$ cat src/rtl/idct_row_seq.sv
// idct_row_seq
// Sequencer between a coefficient stream and the row-IDCT engine window.
// Each row of eight coefficients is written into the engine. The engine is then
// polled once per element, and each result is streamed out over a valid/ready
// handshake.
// Optional feature: define IDCT_SEQ_TIMEOUT_EN to build the WAIT timeout and the
// sticky err flag. Without it, WAIT holds until the engine answers and err is 0.

module idct_row_seq #(
   parameter logic [31:0] BASE_ADDR      = 32'h4200_0000,
   parameter logic [7:0]  TIMEOUT_CYCLES = 8'd64
) (
   input  logic        i_clk,
   input  logic        i_resetn,
   input  logic        i_inValid,
   output logic        o_inReady,
   input  logic [15:0] i_inData,
   output logic        o_outValid,
   input  logic        i_outReady,
   output logic [15:0] o_outData,
   output logic        o_outLast,
   output logic        o_engValidWrite,
   output logic [31:0] o_engWaddr,
   output logic [15:0] o_engWdata,
   output logic [31:0] o_engRaddr,
   input  logic [15:0] i_engRdata,
   input  logic        i_engRrdy,
   output logic        o_blockDone,
   output logic        o_err,
   input  logic        i_errClr
);

   typedef enum logic [1:0] {
      ST_LOAD = 2'd0,
      ST_WAIT = 2'd1,
      ST_OUT  = 2'd2
   } seqState_t;

   seqState_t   r_state;
   seqState_t   w_nextState;

   logic [2:0]  r_row;
   logic [2:0]  r_col;

   logic        r_engValidWrite;
   logic [31:0] r_engWaddr;
   logic [15:0] r_engWdata;
   logic [31:0] r_engRaddr;

   logic [15:0] r_outData;
   logic        r_outValid;
   logic        r_blockDone;

   logic        w_inFire;
   logic        w_outFire;
   logic        w_readDone;
   logic        w_timeout;
   logic        w_lastCol;
   logic        w_lastRow;

   // Engine address of element (row, col). The element offset is at most 8'hFC.
   // It is added into the low byte only, so the upper 24 bits of the window
   // base never change, whatever base the window is placed at.
   function automatic logic [31:0] elemAddr(input logic [2:0] rowIdx, input logic [2:0] colIdx);
      logic [7:0] offset;
      offset   = {rowIdx, colIdx, 2'b00};
      elemAddr = {BASE_ADDR[31:8], BASE_ADDR[7:0] + offset};
   endfunction

   assign w_lastCol = (r_col == 3'd7);
   assign w_lastRow = (r_row == 3'd7);

   // Next-state logic and the per-cycle strobes.
   // LOAD accepts one coefficient per cycle until the eighth one is taken.
   // WAIT leaves as soon as the engine answers, or when the timeout fires.
   // OUT holds until the consumer takes the word, then either polls the next
   // element or goes back to loading.
   always_comb begin
      w_nextState = r_state;
      w_inFire    = 1'b0;
      w_outFire   = 1'b0;
      w_readDone  = 1'b0;
      case (r_state)
         ST_LOAD: begin
            w_inFire = i_inValid;
            if (i_inValid && w_lastCol) begin
               w_nextState = ST_WAIT;
            end
         end
         ST_WAIT: begin
            w_readDone = i_engRrdy || w_timeout;
            if (w_readDone) begin
               w_nextState = ST_OUT;
            end
         end
         ST_OUT: begin
            w_outFire = r_outValid && i_outReady;
            if (w_outFire) begin
               w_nextState = w_lastCol ? ST_LOAD : ST_WAIT;
            end
         end
         default: begin
            w_nextState = ST_LOAD;
         end
      endcase
   end

   // State register. A reset drops any partial row on the floor; the engine is
   // never told, and the next accepted coefficient is element 0 again.
   always_ff @(posedge i_clk or negedge i_resetn) begin
      if (!i_resetn) begin
         r_state <= ST_LOAD;
      end else begin
         r_state <= w_nextState;
      end
   end

   // Row and column counters within the 8x8 block.
   // The column advances once per accepted coefficient and once per delivered
   // result, so it sweeps 0..7 twice per row. The row advances only after the
   // eighth result of the row has been taken.
   always_ff @(posedge i_clk or negedge i_resetn) begin
      if (!i_resetn) begin
         r_row <= 3'd0;
         r_col <= 3'd0;
      end else begin
         if (w_inFire) begin
            r_col <= r_col + 3'd1;
         end else if (w_outFire) begin
            r_col <= r_col + 3'd1;
            if (w_lastCol) begin
               r_row <= r_row + 3'd1;
            end
         end
      end
   end

   // Engine write port. The data and address registers hold the last written
   // element. The strobe is high for exactly the one cycle after each input
   // handshake, so a back-to-back load produces eight consecutive pulses.
   always_ff @(posedge i_clk or negedge i_resetn) begin
      if (!i_resetn) begin
         r_engValidWrite <= 1'b0;
         r_engWaddr      <= BASE_ADDR;
         r_engWdata      <= 16'h0000;
      end else begin
         r_engValidWrite <= w_inFire;
         if (w_inFire) begin
            r_engWaddr <= elemAddr(r_row, r_col);
            r_engWdata <= i_inData;
         end
      end
   end

   // Engine read address. It is set up on the edge that enters WAIT, so the
   // engine's ready flag is only ever judged against an address that was
   // already stable for a full cycle. It holds while OUT is stalled.
   always_ff @(posedge i_clk or negedge i_resetn) begin
      if (!i_resetn) begin
         r_engRaddr <= BASE_ADDR;
      end else begin
         if (w_inFire && w_lastCol) begin
            r_engRaddr <= elemAddr(r_row, 3'd0);
         end else if (w_outFire && !w_lastCol) begin
            r_engRaddr <= elemAddr(r_row, r_col + 3'd1);
         end
      end
   end

   // Result holding register. It captures the engine word when the engine
   // answers, or zero when the wait timed out, and then holds it stable until
   // the consumer accepts it.
   always_ff @(posedge i_clk or negedge i_resetn) begin
      if (!i_resetn) begin
         r_outData  <= 16'h0000;
         r_outValid <= 1'b0;
      end else begin
         if (w_readDone) begin
            r_outData  <= i_engRrdy ? i_engRdata : 16'h0000;
            r_outValid <= 1'b1;
         end else if (w_outFire) begin
            r_outValid <= 1'b0;
         end
      end
   end

   // Block completion pulse. It fires on the cycle after element 63 has been
   // handed to the consumer.
   always_ff @(posedge i_clk or negedge i_resetn) begin
      if (!i_resetn) begin
         r_blockDone <= 1'b0;
      end else begin
         r_blockDone <= w_outFire && w_lastCol && w_lastRow;
      end
   end

`ifdef IDCT_SEQ_TIMEOUT_EN
   logic [7:0] r_waitCnt;
   logic       r_err;

   // Wait-cycle counter. It counts WAIT cycles in which the engine has not
   // answered, and is cleared whenever the sequencer is outside WAIT, so every
   // element poll starts from zero.
   always_ff @(posedge i_clk or negedge i_resetn) begin
      if (!i_resetn) begin
         r_waitCnt <= 8'd0;
      end else begin
         if (r_state != ST_WAIT) begin
            r_waitCnt <= 8'd0;
         end else if (!i_engRrdy) begin
            r_waitCnt <= r_waitCnt + 8'd1;
         end
      end
   end

   assign w_timeout = (r_state == ST_WAIT) && !i_engRrdy &&
                      (r_waitCnt == TIMEOUT_CYCLES - 8'd1);

   // Sticky error flag. A timeout on the same edge as a clear request wins, so
   // a fresh loss is never hidden by a clear that was meant for an older one.
   always_ff @(posedge i_clk or negedge i_resetn) begin
      if (!i_resetn) begin
         r_err <= 1'b0;
      end else begin
         if (w_timeout) begin
            r_err <= 1'b1;
         end else if (i_errClr) begin
            r_err <= 1'b0;
         end
      end
   end

   assign o_err = r_err;
`else
   logic [8:0] w_unusedCfg;

   assign w_unusedCfg = {i_errClr, TIMEOUT_CYCLES};
   assign w_timeout   = 1'b0;
   assign o_err       = 1'b0;
`endif

   assign o_inReady       = (r_state == ST_LOAD);
   assign o_outValid      = r_outValid;
   assign o_outData       = r_outData;
   assign o_outLast       = r_outValid && w_lastRow && w_lastCol;
   assign o_engValidWrite = r_engValidWrite;
   assign o_engWaddr      = r_engWaddr;
   assign o_engWdata      = r_engWdata;
   assign o_engRaddr      = r_engRaddr;
   assign o_blockDone     = r_blockDone;

endmodule
$ cat config.mk
export PLATFORM = sky130hd
export DESIGN_NAME = idct_row_seq
export DESIGN_NICKNAME = d
export VERILOG_FILES = /design/src/rtl/idct_row_seq.sv
export SDC_FILE = /design/constraint.sdc
export NUM_CORES = 1
export LEC_CHECK = 0
export CORE_AREA = 2 2 92 130
export CTS_CLUSTER_SIZE = 40
export DETAILED_ROUTE_END_ITERATION = 8
export DIE_AREA = 0 0 94 132
export REMOVE_ABC_BUFFERS = 1
export SYNTH_ARGS = -nofsm -noshare
export SYNTH_HDL_FRONTEND = slang
export SYNTH_SLANG_ARGS = --single-unit
$ cat constraint.sdc
create_clock -name i_clk -period 2.4 [get_ports i_clk]
set_input_delay 0.36 -clock i_clk [delete_from_list [all_inputs] [get_ports i_clk]]
set_output_delay 0.36 -clock i_clk [all_outputs]
set_load 0.01 [all_outputs]
## Word-level counts from Yosys, hierarchy flattened

Cells that the tools add are included.

- Reductions and logical operators: 15
- Equal/unequal tests: 7
- Mux-type cells: 15
- Bitwise operators: 1
- Add/subtract/negate cells: 2

Operators with widths:

| operator | count |
|---|---|
| $mux 32 | 2 |
| $mux 16 | 1 |
| $logic_and 1x1->1 | 8 |
| $add 3x1->3 const B | 2 |
| $eq 3x3->1 const B | 2 |
| $mux 1 | 6 |
| $mux 2 | 3 |
| $mux 3 | 2 |
| $pmux 2 s3 | 1 |
| $reduce_and 3->1 | 2 |
| $reduce_bool 2->1 | 3 |
| $ne 2x2->1 const B | 2 |
| $eq 2x1->1 const B | 1 |
| $eq 2x2->1 const B | 1 |
| $logic_not 2->1 | 1 |
| $ne 2x1->1 const B | 1 |
| $logic_not 1->1 | 1 |
| $not 1->1 | 1 |

- Register bits after elaboration: 81

## Logic depth before layout (Yosys ltp)

- Depth after elaboration: 5
- Mapped depth: 5
- Gate-level depth less buffers: 5

## Worst setup path after synthesis

No wires, ideal clock.

- Path kind: register to register
- Start point: register r_col[0]
- End point: register r_engRaddr[2], in the netlist o_engRaddr[2]
- Arrival time: 1.657 ns
- Cell stages (with the launch flop): 6
- Buffers on the path: 0
- Setup time: 0.125 ns
- Path slack: 0.619 ns
- Path through: dfrtp_1 ha_1 ha_1 nand4b_1 a21oi_4 mux2_2

- Word-level cells in the longest chain between the ends: 4

RTL lines:

| item | RTL line | RTL |
|---|---|---|
| start, declared | 43 | `logic [2:0] r_col;` |
| start signal, assigned | 128 | `r_col <= r_col + 3'd1;` |
| start signal, assigned | 130 | `r_col <= r_col + 3'd1;` |
| parallel branches: the longest is 4 deep, another holds $add 3x1->3 | - |  |
| end signal, assigned | 163 | `r_engRaddr <= elemAddr(r_row, 3'd0);` |
| end signal, assigned | 165 | `r_engRaddr <= elemAddr(r_row, r_col + 3'd1);` |
| end, declared | 48 | `logic [31:0] r_engRaddr;` |

Parallel ways; which one is timed is not known. The select of a mux whose other input is x is not followed.
A chain may end at the register's enable or synchronous reset.

## Final worst setup path

- Start point: register r_col[0]
- End point: output port o_outLast

- Word-level cells in the longest chain between the ends: 2

RTL lines:

| item | RTL line | RTL |
|---|---|---|
| $eq 3x3->1 | 70 | `assign w_lastCol = (r_col == 3'd7);` |
| $logic_and 1x1->1 | 245 | `assign o_outLast = r_outValid && w_lastRow && w_lastCol;` |
| end, declared | 21 | `output logic o_outLast,` |

No other way between the ends.

==> metrics.txt <==
Initial Util 0.2370; vias per cell ~3.7; # IOs 140; final period utilization 0.9037; pre-CTS WS 0.4369 ns; routed length per instance around 12 µm; # H-tree levels 2; GR Overflow Total 0; final core utilization 0.3236; Crit path max-delay family buffers and inverters; vias in the first global route ~1700; finished layout cell area between 0.003 and 0.004 mm²; clk_skew about 0.0076 ns; final setup fails 0; Synth Flop Type dfrtp_1; std cell rows 46; total power draw between 4 and 5 mW; Crit-path slowest cell clkdlybuf4s50_1; leading area contributor after synthesis dfrtp_1; Synth Register Bits 55; post-DP HPWL around 4 mm; sequential share of the synthesized area 0.5174; dpl cells ~430; Arr. time, crit path approximately 1.8 ns; Die Wd between 90 and 100 µm; post-route antenna net violation count 0; Post-CTS Hold Fix Bufs 0; critical path cell sequence ha_1 -> ha_1 -> and3_1 -> clkdlybuf4s50_1; CP max stage delay approximately 0.53 ns; Sink Count 55; Clock Pin Slew Worst Setup and Hold Paths roughly 0.080 ns; Synth cell types 28; Max clock buf depth 2; Post-synth EDFFs 0; Die Y-Extent between 100 and 150 µm; Post-synth top cells dfrtp_1 (55), buf_4 (53), mux2_2 (46); clock latency on the worst-skew pair about 0.30 ns; Ys Warns 0; Buf/Inv on CP 1; final hold viol count 0; CP Data Required Time between 2 and 2.5 ns; first-pass GRT wire length 8.673 mm; Remaining DRCs 0; minimum hold slack between 0.015 and 0.02 ns; share of layout cells above drive strength 1 0.2234; Vias 1613; Area contributors post-synth dfrtp_1 (52%), mux2_2 (19%), buf_4 (15%); synthesized instance count around 200; Final Non-Filler Cells 435; setup ws final about 0.23 ns; Async SR Flop Fraction 1.000; post-synth top area share 0.5174; Initial DRT Pass Iterations 2; Gates resized, CTS repair 0; Crit Path Max Fanout 5; drt total wl around 5.2 mm; RSZ-0062 raised after global routing false; status finished clean; fill count approximately 1100; die footprint 0.01241 mm²; Floorplan Core Area between 0.01 and 0.015 mm²; Setup CP Type reg2out; largest net degree at the start of global routing 22; final RePlAce weighted congestion ~0.72; Starting DRT DRC Count 36; fin crit period between 2 and 2.5 ns; Worst Setup Start Kind flop; crit end category primary output; PwrDens 1160 mW/mm²; Synth Area per Inst 13.23 µm²; TritonCTS buffer count 5; Tot GR Track Use 0.08896; clk root buf clkbuf_16; TritonCTS clock tree built; Slew Viols, Final 0; mapped cell area about 0.0027 mm²; initial antenna violation count 0; Peak VDD IR ~0.00036 V; top-count cell post-synth dfrtp_1; count of port buffers added during placement 85; post-placement cell area ~0.0035 mm²; setup tns final 0 ns; final antenna diode count 0; Area Overhead vs Synth 36.55%; setup bufs post-CTS 0; HP Class in2async; P_leak 1.624 nW; Nets about 330; Max Fclk 461.1 MHz; Maximum Capacitance Violations 0; CP dominant cell by count ha_1
[cell families after synthesis]
family          after synthesis  synth area share
flops                        55            0.5174
mux                          48            0.2023
xor+xnor                      2          0.006586
other cells                   2          0.002823
buf+inv                      62            0.1740
fa+ha+maj                     5           0.02352
simple gates                 21           0.05645
compound gates                6           0.01694
[cells in the final DEF (no fill, tap or decap), types with 2 or more instances in the layout]
master           count
clkdlybuf4s50_1     84
dfrtp_1             55
conb_1              53
mux2_2              46
nand2_1              6
ha_1                 5
clkbuf_16            5
nor2_1               4
inv_1                4
buf_4                4
mux2i_1              2
nor2b_1              2
a21oi_1              2
[area by class of cell]
type	count	area [µm²]	area share
clock buffer	5	125.1	0.03445
clock inverter	3	47.55	0.01309
inverter	4	15.01	0.004134
multi-input combinational	135	1012	0.2787
sequential	55	1376	0.3789
tap	144	180.2	0.04960
timing repair buffer	89	875.8	0.2411
[path summary, 6_finish.rpt]
check,slack [ns],startpoint,endpoint,cells after the start
max in group asynchronous,1.73,i_resetn,o_outValid,2
worst max register to register,0.46,r_col[0],o_engRaddr[6],5
worst max-delay path,0.23,r_col[0],o_outLast,4
worst min-delay path,0.02,i_resetn,o_engWdata[13],1
worst min register to register,0.51,o_outData[10],o_outData[10],1
min in group i_clk,0.51,o_outData[10],o_outData[10],1
[state kept, by name, summed over array words and instances (netlist names)]
name	cells
o_engWaddr	6
o_engRaddr	6
o_outValid	1
o_engValidWrite	1
r_row	3
r_state	2
o_blockDone	1
o_outData	16
r_col	3
o_engWdata	16
[power by group]
part           internal [mW]  total (mW)  switching (mW)  leakage [nW]
logic                   1.10        1.78           0.679         0.867
registers               1.32        1.58           0.257         0.673
clock network          0.499       0.853           0.354        0.0844
total                   2.92        4.21            1.29          1.62
[metal layers]
layer,GRT usage,share of wire,vias up,wire (µm)
met5,0,0,-,0
li1,-,-,743,-
met1,0.1014,0.37,786,1934
met3,0.02973,0.082,5,430
met4,0.03382,0.016,0,86
met2,0.1520,0.53,79,2772
Note: power is estimated with default switching activity, not from simulation.
